### config.mk
export PLATFORM = sky130hd
export DESIGN_NAME = i2c_byte_engine
export DESIGN_NICKNAME = d
export VERILOG_FILES = /design/src/rtl/i2c_pkg.sv /design/src/rtl/i2c_sync_edge.sv /design/src/rtl/i2c_byte_engine.sv
export SDC_FILE = /design/constraint.sdc
export NUM_CORES = 1
export LEC_CHECK = 0
export CORE_UTILIZATION = 40
export CTS_CLUSTER_DIAMETER = 60
export CTS_CLUSTER_SIZE = 40
export DETAILED_ROUTE_END_ITERATION = 10
export PLACE_DENSITY = 0.65
export SLEW_MARGIN = 30
export SYNTH_ARGS = -nofsm -noshare
export SYNTH_HDL_FRONTEND = slang
export SYNTH_SLANG_ARGS = --single-unit
### constraint.sdc
create_clock -name clk_i -period 1.9 [get_ports clk_i]
set_clock_uncertainty 0.05 [all_clocks]
set_input_delay 0.285 -clock clk_i [delete_from_list [all_inputs] [get_ports clk_i]]
set_output_delay 0.285 -clock clk_i [all_outputs]
set_load 0.05 [all_outputs]
### src/rtl/i2c_pkg.sv
// Shared encodings and defaults for the I2C byte data stage.
package i2c_pkg;

    localparam int DATA_WIDTH_DEF  = 8;
    localparam int SYNC_STAGES_DEF = 2;

    // ST_ACK_START is a logical sub-phase only: the ack start pulses are
    // registered on entry to ST_ACK_WAIT, so the FSM never rests in it.
    typedef enum logic [2:0] {
        ST_IDLE      = 3'd0,
        ST_RX_SHIFT  = 3'd1,
        ST_RX_END    = 3'd2,
        ST_TX_ALIGN  = 3'd3,
        ST_TX_SHIFT  = 3'd4,
        ST_TX_END    = 3'd5,
        ST_ACK_START = 3'd6,
        ST_ACK_WAIT  = 3'd7
    } state_e;

endpackage

### src/rtl/i2c_sync_edge.sv
// N-stage synchroniser for a raw bus level, plus rise/fall detection on the
// synchronised level.
module i2c_sync_edge
    import i2c_pkg::*;
#(
    parameter int STAGES = SYNC_STAGES_DEF
) (
    input  logic clk_i,
    input  logic rst_i,
    input  logic d_i,
    output logic level_o,
    output logic rise_o,
    output logic fall_o
);

    logic [STAGES-1:0] sync_q;
    logic              prev_q;

    always_ff @(posedge clk_i) begin
        if (rst_i) begin
            sync_q <= '0;
            prev_q <= 1'b0;
        end else begin
            sync_q <= {sync_q[STAGES-2:0], d_i};
            prev_q <= sync_q[STAGES-1];
        end
    end

    assign level_o = sync_q[STAGES-1];
    assign rise_o  = sync_q[STAGES-1] & ~prev_q;
    assign fall_o  = ~sync_q[STAGES-1] & prev_q;

endmodule

### src/rtl/i2c_byte_engine.sv
// Byte-level I2C shifter: receives or transmits one byte MSB-first, then hands
// the ack clock to the external ack unit and reports completion.
module i2c_byte_engine
    import i2c_pkg::*;
#(
    parameter int SYNC_STAGES = SYNC_STAGES_DEF,
    parameter int DATA_WIDTH  = DATA_WIDTH_DEF
) (
    input  logic                  clk_i,
    input  logic                  rst_i,
    input  logic                  sclk_i,
    input  logic                  sda_in_i,
    input  logic                  start_rx_i,
    input  logic                  start_tx_i,
    input  logic [DATA_WIDTH-1:0] tx_data_i,
    input  logic                  abort_i,
    input  logic                  ack_done_i,
    input  logic                  ack_bit_i,
    output logic                  sda_out_o,
    output logic                  sda_oe_o,
    output logic                  ack_recv_start_o,
    output logic                  ack_send_start_o,
    output logic [DATA_WIDTH-1:0] rx_data_o,
    output logic                  rx_valid_o,
    output logic                  tx_nack_o,
    output logic                  byte_done_o,
    output logic                  busy_o
);

    localparam int CNT_W = $clog2(DATA_WIDTH) + 1;
    localparam logic [CNT_W-1:0] CNT_FULL = CNT_W'(DATA_WIDTH);

    logic sclk_lvl, sclk_rise, sclk_fall;
    logic sda_lvl;

    i2c_sync_edge #(.STAGES(SYNC_STAGES)) u_sclk_sync (
        .clk_i   (clk_i),
        .rst_i   (rst_i),
        .d_i     (sclk_i),
        .level_o (sclk_lvl),
        .rise_o  (sclk_rise),
        .fall_o  (sclk_fall)
    );

    // SDA goes through the same depth so data stays aligned with SCLK edges.
    i2c_sync_edge #(.STAGES(SYNC_STAGES)) u_sda_sync (
        .clk_i   (clk_i),
        .rst_i   (rst_i),
        .d_i     (sda_in_i),
        .level_o (sda_lvl),
        .rise_o  (),
        .fall_o  ()
    );

    state_e                state_q;
    logic [CNT_W-1:0]      cnt_q;
    logic [DATA_WIDTH-1:0] shift_q;
    logic [DATA_WIDTH-1:0] rx_data_q;
    logic                  was_tx_q;
    logic                  sda_out_q, sda_oe_q;
    logic                  ack_recv_q, ack_send_q;
    logic                  rx_valid_q, tx_nack_q, byte_done_q;

    always_ff @(posedge clk_i) begin
        if (rst_i) begin
            state_q     <= ST_IDLE;
            cnt_q       <= '0;
            shift_q     <= '0;
            rx_data_q   <= '0;
            was_tx_q    <= 1'b0;
            sda_out_q   <= 1'b0;
            sda_oe_q    <= 1'b0;
            ack_recv_q  <= 1'b0;
            ack_send_q  <= 1'b0;
            rx_valid_q  <= 1'b0;
            tx_nack_q   <= 1'b0;
            byte_done_q <= 1'b0;
        end else begin
            rx_valid_q  <= 1'b0;
            byte_done_q <= 1'b0;
            ack_recv_q  <= 1'b0;
            ack_send_q  <= 1'b0;
            if (abort_i) begin
                state_q  <= ST_IDLE;
                sda_oe_q <= 1'b0;
                cnt_q    <= '0;
            end else begin
                unique case (state_q)
                    ST_IDLE: begin
                        if (start_rx_i) begin
                            state_q  <= ST_RX_SHIFT;
                            was_tx_q <= 1'b0;
                            cnt_q    <= '0;
                        end else if (start_tx_i) begin
                            shift_q  <= tx_data_i;
                            was_tx_q <= 1'b1;
                            cnt_q    <= '0;
                            if (sclk_lvl) begin
                                state_q <= ST_TX_ALIGN;
                            end else begin
                                state_q   <= ST_TX_SHIFT;
                                sda_oe_q  <= 1'b1;
                                sda_out_q <= tx_data_i[DATA_WIDTH-1];
                            end
                        end
                    end
                    ST_RX_SHIFT: begin
                        if (sclk_rise) begin
                            shift_q <= {shift_q[DATA_WIDTH-2:0], sda_lvl};
                            cnt_q   <= cnt_q + CNT_W'(1);
                            if (cnt_q == CNT_FULL - CNT_W'(1)) state_q <= ST_RX_END;
                        end
                    end
                    ST_RX_END: begin
                        if (sclk_fall) begin
                            rx_data_q  <= shift_q;
                            rx_valid_q <= 1'b1;
                            ack_send_q <= 1'b1;
                            state_q    <= ST_ACK_WAIT;
                        end
                    end
                    ST_TX_ALIGN: begin
                        // Master is mid high-phase; join at the next low phase.
                        if (sclk_fall) begin
                            state_q   <= ST_TX_SHIFT;
                            sda_oe_q  <= 1'b1;
                            sda_out_q <= shift_q[DATA_WIDTH-1];
                        end
                    end
                    ST_TX_SHIFT: begin
                        if (sclk_rise) begin
                            cnt_q <= cnt_q + CNT_W'(1);
                        end else if (sclk_fall) begin
                            if (cnt_q < CNT_FULL) begin
                                shift_q   <= {shift_q[DATA_WIDTH-2:0], 1'b0};
                                sda_out_q <= shift_q[DATA_WIDTH-2];
                            end else begin
                                state_q <= ST_TX_END;
                            end
                        end
                    end
                    ST_TX_END: begin
                        sda_oe_q   <= 1'b0;
                        ack_recv_q <= 1'b1;
                        state_q    <= ST_ACK_WAIT;
                    end
                    ST_ACK_WAIT: begin
                        if (ack_done_i) begin
                            if (was_tx_q) tx_nack_q <= ack_bit_i;
                            byte_done_q <= 1'b1;
                            cnt_q       <= '0;
                            state_q     <= ST_IDLE;
                        end
                    end
                    default: state_q <= ST_IDLE;
                endcase
            end
        end
    end

    assign sda_out_o        = sda_out_q;
    assign sda_oe_o         = sda_oe_q;
    assign ack_recv_start_o = ack_recv_q;
    assign ack_send_start_o = ack_send_q;
    assign rx_data_o        = rx_data_q;
    assign rx_valid_o       = rx_valid_q;
    assign tx_nack_o        = tx_nack_q;
    assign byte_done_o      = byte_done_q;
    assign busy_o           = (state_q != ST_IDLE);

endmodule

==> results of run 1 <==
## registers in the layout, summed over array words and instances (netlist names)
signal,count
sda_out_o,1
u_sda_sync.sync_q,2
was_tx_q,1
sda_oe_o,1
tx_nack_o,1
byte_done_o,1
cnt_q,4
rx_valid_o,1
ack_recv_start_o,1
shift_q,8
u_sclk_sync.prev_q,1
rx_data_o,8
u_sclk_sync.sync_q,2
state_q,3
## synthesized netlist by cell type (3+ instances only)
library cell and n:
a21oi_1 13, a311oi_1 9, a31oi_1 3, buf_2 6, buf_6 4, clkbuf_1 6
dfxtp_1 35, inv_1 5, mux2i_1 17, nand2_1 4, nand2b_1 4, nand4_1 4
nor2_1 19, nor2b_1 8, nor3_1 3, nor3b_1 3, o21ai_0 6
## what timing repair did
| item | CTS | global route |
|---|---|---|
| buffers inserted | 0 | 1 |
| endpoints found under the hold margin | 0 | 0 |
| pin swaps | 1 | 2 |
| setup endpoints to repair | 1 | 9 |
| resized for setup | 0 | 1 |
## power groups by stage
stage / sequential, mW / clock, mW / combinational (mW)
after floorplan: 0.810 / 0 / 0.237
after global placement: 0.812 / 0 / 0.375
after detailed placement: 0.812 / 0 / 0.377
after CTS: 0.795 / 0.530 / 0.381
after global routing: 0.801 / 0.561 / 0.420
final: 0.796 / 0.512 / 0.391
## logic make-up (layout without fill, tap and decap cells)
kind of cell             Yosys count  after routing  synth area share [%]
AND/OR/NAND/NOR                   64             64                  20.9
AO/OA/AOI/OAI                     53             53                  23.6
flip-flops                        35             35                  37.9
buffers and inverters             23             69                  7.11
multiplexers                      17             17                  9.21
adder cells (fa/ha/maj)            1              1                 0.677
XOR/XNOR                           1              1                 0.474
## placed cells by master, fill, tap and decap left out, drive strengths merged, types with 4 or more instances in the layout
cell type	netlist	final
a21oi	14	14
a311oi	9	9
buf	12	25
clkbuf	6	7
clkdlybuf4s50	0	31
dfxtp	35	35
inv	5	5
mux2i	17	17
nand2	4	4
nand2b	4	4
nand4	4	4
nor2	20	20
nor2b	8	8
o21ai	6	6
## cell type report
type / instances / area, sq um
clock inverters: 1 / 5.00
well taps: 52 / 65.1
flip-flops and latches: 35 / 702
clock buffers: 7 / 76.3
multi-input cells: 136 / 1010
fillers: 413 / 1950
repair buffers: 56 / 548
inverters: 5 / 18.8
## final timing paths
check,start,to,cells after the start
setup / recovery,state_q[2],shift_q[5],6
setup reg to reg,state_q[2],shift_q[5],6
hold reg to reg,u_sclk_sync.sync_q[0],u_sclk_sync.sync_q[1],1
hold / removal,u_sclk_sync.sync_q[0],u_sclk_sync.sync_q[1],1
## per-stage QoR
stage	setup WS, ns	setup TNS (ns)	hold WS [ns]	power (mW)
finish	0.0766	0	0.391	1.70
global route	0.0178	0	0.407	1.78
CTS	0.00332	0	0.396	1.71
detailed placement	-0.0580	-0.329	0.380	1.19
global placement	-0.0131	-0.0222	0.369	1.19
floorplan	0.186	0	0.332	1.05
## worst max-delay path, stage by stage, from the launching register on
cell and delay [ns]:
dfxtp_1 0.37, buf_12 0.17, or3b_4 0.40, a21oi_4 0.17, buf_12 0.14, a21oi_1 0.08
a311oi_1 0.32
## per-layer routing
metal | up-vias | GRT usage [%] | routed length, um
li1 | 823 | - | -
met1 | 792 | 24.8 | 2110
met2 | 38 | 29.1 | 2050
met3 | 8 | 4.91 | 204
met4 | 0 | 8.00 | 57
met5 | - | 0 | 0
==> impl_metrics.csv, run 1 <==
group,metric,value,unit
logic_synthesis,synth_cells,194,
place,dp_cells,283,
die,core_area,4380,sq um
setup_path,cp-end-kind,"flop",
clock_tree,htreeDepth,2,
global_route,grt_usage,18.8,%
die,io_pins,33,
clock_tree,ctsHoldBuffers,0,
finish,syn_to_final_growth,31.6,%
die,chipWidth,69.9,um
setup_path,r2r_setup_slack,0.08,ns
logic_synthesis,yosysTopAreaCellShare,37.9,%
sta,finalSetupViolations,0,
die,row_count,24,
clock_tree,clk-insertion-delay-late,0.28,ns
sta,tightest_slew,0.500,ns
power,comb_power_share,23.0,%
logic_synthesis,yosysSeqAreaShare,37.9,%
clock_tree,clkTransAtPathRegs,0.07,ns
global_route,grt_max_degree,25,
finish,final_cells,292,
detailed_routing,vias_per_cell,5.69,
setup_path,crit_arrival,1.95,ns
place,place_hpwl,3160,um
power,switchingPower,0.480,mW
clock_tree,cts_buffers,5,
power,seqPwrFrac,46.9,%
sta,hold_viol,0,
place,placed_area,2330,sq um
sta,rsz0062_at_grt,"false",
logic_synthesis,synth_area,1850,sq um
logic_synthesis,synth-edff-count,0,
die,initial_core_util,42.1,%
logic_synthesis,yosys_register_bits,35,
power,power.leakage,0.943,nW
place,gp_congestion,0.998,
logic_synthesis,synth_cell_types,57,
setup_path,critPathKind,"flop to flop",
global_route,antenna_found_initial,0,
logic_synthesis,synth_area_leaders,"dfxtp_1 38%, mux2i_1 9.2%, a311oi_1 4.3%",
global_route,globalRouteOverflowTotal,0,
die,die_area,4890,sq um
sta,post-route-period-util,96.0,%
power,p_int,1.22,mW
worst_hold_path,hp-class,"flop to flop",
detailed_routing,antenna_left,0,
sta,min_period,1.82,ns
finish,final_core_util,55.4,%
power,clkPwrFrac,30.1,%
logic_synthesis,avgSynthCellArea,9.52,sq um
clock_tree,root_buffer,"clkbuf_8",
finish,drive_gt1_share,20.0,%
power,pwr_density_cell,699,nW/um^2
setup_path,cp-start-kind,"flop",
detailed_routing,drtIter0Drc,101,
setup_path,cp.required,2.02,ns
sta,max_freq,0.548,GHz
clock_tree,cts_tree,"built",
detailed_routing,dr.pass1.iters,4,
finish,fin_nets,257,
die,die_height,69.9,um
logic_synthesis,synth_warnings,0,
finish,n_antenna_cell,0,
power,vdd_drop_max,0.453,mV
detailed_routing,wl,4420,um
detailed_routing,drc,0,
clock_tree,cts.sinks,35,
logic_synthesis,synth_ff_type,"dfxtp_1",
detailed_routing,wire_per_inst,15.1,um
logic_synthesis,yosys.area.top_type,"dfxtp_1",
clock_tree,clockBufferDepth,2,
logic_synthesis,async_reset_ff_share,0,%
place,portBuffers,32,
power,swShare,28.2,%
sta,relSlewSlack,66.6,%
flow_run,cap_violations,0,
setup_path,critPathMaxFanout,14,
finish,final_area,2430,sq um
sta,timing.final.max_slew_violations,0,
global_route,grt_pass1_wl,7180,um
detailed_routing,vias,1661,
global_route,grt_pass1_vias,1567,
logic_synthesis,synth_nets,212,
status,status,"complete, no violations",
Note: power is estimated with default switching activity, not from simulation.
==> run 2: changes to the inputs <==
--- a/config.mk
+++ b/config.mk
@@ -5,11 +5,13 @@
 export SDC_FILE = /design/constraint.sdc
 export NUM_CORES = 1
 export LEC_CHECK = 0
+export ABC_AREA = 1
 export CORE_UTILIZATION = 40
 export CTS_CLUSTER_DIAMETER = 60
 export CTS_CLUSTER_SIZE = 40
 export DETAILED_ROUTE_END_ITERATION = 10
-export PLACE_DENSITY = 0.65
+export PLACE_DENSITY = 0.67
+export SETUP_SLACK_MARGIN = 0.02
 export SLEW_MARGIN = 30
 export SYNTH_ARGS = -nofsm -noshare
 export SYNTH_HDL_FRONTEND = slang
==> run 2 against run 1 <==
Worst hold slack worse by 0.038 ns. Routed wire length is 13% lower. Setup slack better by 0.041 ns. Critical path depth is 5 lower. First-iteration DRC count is 22% higher. Critical endpoint is now rx_data_o[6]. Design area is 5.3% lower. Largest cell class unchanged. Die area is 2.2% lower. Register-to-register slack better by 0.11 ns. Sequential power is 3.9% higher. Sequential cell count stayed put.
==> impl_metrics.csv, run 2 <==
group,metric,value,unit
status,status,"complete, no violations",
die,chipWidth,69.2,um
worst_hold_path,holdCritStartpoint,"u_sclk_sync.sync_q[0]",
global_route,grt_usage,17.1,%
detailed_routing,vias_per_cell,4.75,
die,core_area,4350,sq um
logic_synthesis,synth_warnings,0,
flow_run,cap_violations,0,
die,row_count,24,
clock_tree,clkTransAtPathRegs,0.08,ns
die,die_area,4790,sq um
finish,n_antenna_cell,0,
place,preCtsSetupSlack,0.124,ns
detailed_routing,dr.pass1.iters,4,
die,die_height,69.2,um
clock_tree,htreeDepth,2,
global_route,grt_max_degree,17,
setup_path,path_cells,"clkdlybuf4s50_1",
clock_tree,cts_buffers,5,
setup_path,cp.required,1.56,ns
finish,final_cell_mix,"72 x nor2_1, 54 x nand2_1, 33 x dfxtp_1",
global_route,grt_pass1_vias,1488,
logic_synthesis,synth_nets,288,
setup_path,slowest_delay,0.81,ns
place,place_hpwl,2950,um
logic_synthesis,synth_common_cells,"72 x nor2_1, 54 x nand2_1, 35 x dfxtp_1",
place,dp_cells,352,
sta,tns,0,ns
global_route,antenna_found_initial,0,
die,io_pins,33,
sta,rsz0062_at_grt,"false",
clock_tree,root_buffer,"clkbuf_8",
logic_synthesis,yosysSeqAreaShare,38.8,%
sta,post-route-period-util,93.8,%
detailed_routing,drc,0,
setup_path,critPathMaxFanout,2,
logic_synthesis,synth_area,1810,sq um
detailed_routing,vias,1709,
clock_tree,clk-insertion-delay-late,0.29,ns
sta,tightest_slew,0.504,ns
sta,hold_viol,0,
detailed_routing,drtIter0Drc,123,
sta,finalSetupViolations,0,
setup_path,r2r-start,"state_q[1]",
clock_tree,cts.sinks,35,
setup_path,critPathKind,"flop to output port",
detailed_routing,wire_per_inst,10.7,um
sta,min_period,1.78,ns
global_route,globalRouteOverflowTotal,0,
logic_synthesis,synth_area_leaders,"dfxtp_1 39%, nor2_1 15%, nand2_1 11%",
logic_synthesis,yosysMostFrequentCell,"nor2_1",
finish,regArea,703,sq um
power,vdd_drop_max,0.501,mV
setup_path,crit_arrival,1.45,ns
die,initial_core_util,41.5,%
clock_tree,clockBufferDepth,2,
finish,final_cells,360,
finish,layout_commonest_cell,"nor2_1",
power,power,1.94,mW
place,placed_area,2190,sq um
global_route,grt_pass1_wl,6620,um
sta,setup_ws,0.117,ns
sta,max_freq,0.561,GHz
logic_synthesis,synth_cell_types,24,
finish,nFillCells,436,
setup_path,cp-end-kind,"output port",
logic_synthesis,yosysTopAreaCellShare,38.8,%
logic_synthesis,yosys.area.top_type,"dfxtp_1",
logic_synthesis,synth-edff-count,0,
setup_path,cp-startpoint,"rx_data_o[6]",
place,gp_congestion,0.873,
finish,final_area,2300,sq um
worst_hold_path,hp-class,"flop to flop",
power,pwr_density_cell,843,nW/um^2
clock_tree,cts_tree,"built",
setup_path,worst-path-buf-inv,1,
finish,fin_nets,325,
sta,timing.final.max_slew_violations,0,
finish,syn_to_final_growth,27.5,%
logic_synthesis,synth_cells,270,
place,portBuffers,32,
logic_synthesis,yosys_register_bits,35,
logic_synthesis,async_reset_ff_share,0,%
setup_path,crit_slowest_cell,"clkdlybuf4s50_1",
sta,relSlewSlack,66.3,%
power,power.leakage,1.06,nW
setup_path,cp-start-kind,"flop",
detailed_routing,wl,3860,um
setup_path,critical-path-top-delay-family,"buffers and inverters",
finish,multi_input_area,907,sq um
detailed_routing,antenna_left,0,
finish,drive_gt1_share,10.7,%
logic_synthesis,synth_ff_type,"dfxtp_1",
logic_synthesis,avgSynthCellArea,6.69,sq um
[run 2: changes by cell type in the layout (fill, tap and decap cells not counted), sizes merged, moves of 16 or more]
cell | previous run | this run
buf | 25 | 7
nor2 | 20 | 75
nand2 | 4 | 59
nand3 | 3 | 19
inv | 5 | 33
mux2i | 17 | 0
[run 2: cell type report]
type	instances	share of cell area, %
Multi-Input combinational cell	194	39.4
Sequential cell	35	30.5
Timing Repair Buffer	38	16.8
Inverter	33	5.49
Clock buffer	5	2.99
Tap cell	52	2.83
Clock inverter	3	1.90
[run 2: metal layers]
metal	GRT usage, %	vias to the layer above	wire length, um
li1	-	912	-
met1	23.8	744	1970
met2	24.7	48	1610
met3	5.38	5	225
met4	6.58	0	55
met5	0	-	0
[run 2: what timing repair did]
action / in CTS / in global routing
hold endpoints to repair: 0 / 0
endpoints found under the setup margin: 0 / 6
setup buffers: 0 / 0
hold buffers: 0 / 0
gates resized for setup: 0 / 2
[run 2: power breakdown]
group,internal (mW),total [mW],switching [mW]
Clock,0.391,0.683,0.292
Combinational,0.174,0.431,0.257
Sequential,0.778,0.827,0.0483
[run 2: cells by family (layout without fill, tap and decap cells)]
kind of cell               after synthesis  after routing  share of synthesized area [%]
AOI/OAI and AO/OA                       30             30                           8.32
adders and majority gates                1              1                          0.693
buffers and inverters                   41             79                           10.9
DFF                                     35             35                           38.8
and+or+nand+nor                        162            162                           40.7
xor gates and xnor gates                 1              1                          0.485
[run 2: path summary, 6_finish.rpt]
kind                                              end  slack [ns]  depth (start not counted)
worst max-delay path                     rx_data_o[6]        0.12                          1
worst min-delay path            u_sclk_sync.sync_q[1]        0.35                          2
worst max register to register             shift_q[6]        0.19                          9
worst min register to register  u_sclk_sync.sync_q[1]        0.35                          2
[run 2: tightest hold or removal path, delay by kind of cell (launching register included)]
kind	cells	cell delay, ns
DFF	1	0.30
buffers and inverters	1	0.04
and+or+nand+nor	1	0.03
[run 2: through the flow]
stage	hold slack, ns	utilization [%]
2_1_floorplan	0.338	-
3_3_place_gp	0.341	50.2
3_5_place_dp	0.343	50.2
4_1_cts	0.354	52.8
5_1_grt	0.373	52.9
6_report	0.354	52.9
==> run 3: changes to the inputs <==
--- a/config.mk
+++ b/config.mk
@@ -8,10 +8,10 @@
 export ABC_AREA = 1
 export CORE_UTILIZATION = 40
 export CTS_CLUSTER_DIAMETER = 60
-export CTS_CLUSTER_SIZE = 40
 export DETAILED_ROUTE_END_ITERATION = 10
 export PLACE_DENSITY = 0.67
 export SETUP_SLACK_MARGIN = 0.02
+export SKIP_LAST_GASP = 1
 export SLEW_MARGIN = 30
 export SYNTH_ARGS = -nofsm -noshare
 export SYNTH_HDL_FRONTEND = slang
==> results of run 3 <==
No change in the layout: final DEF, timing and power equal those of run 2.
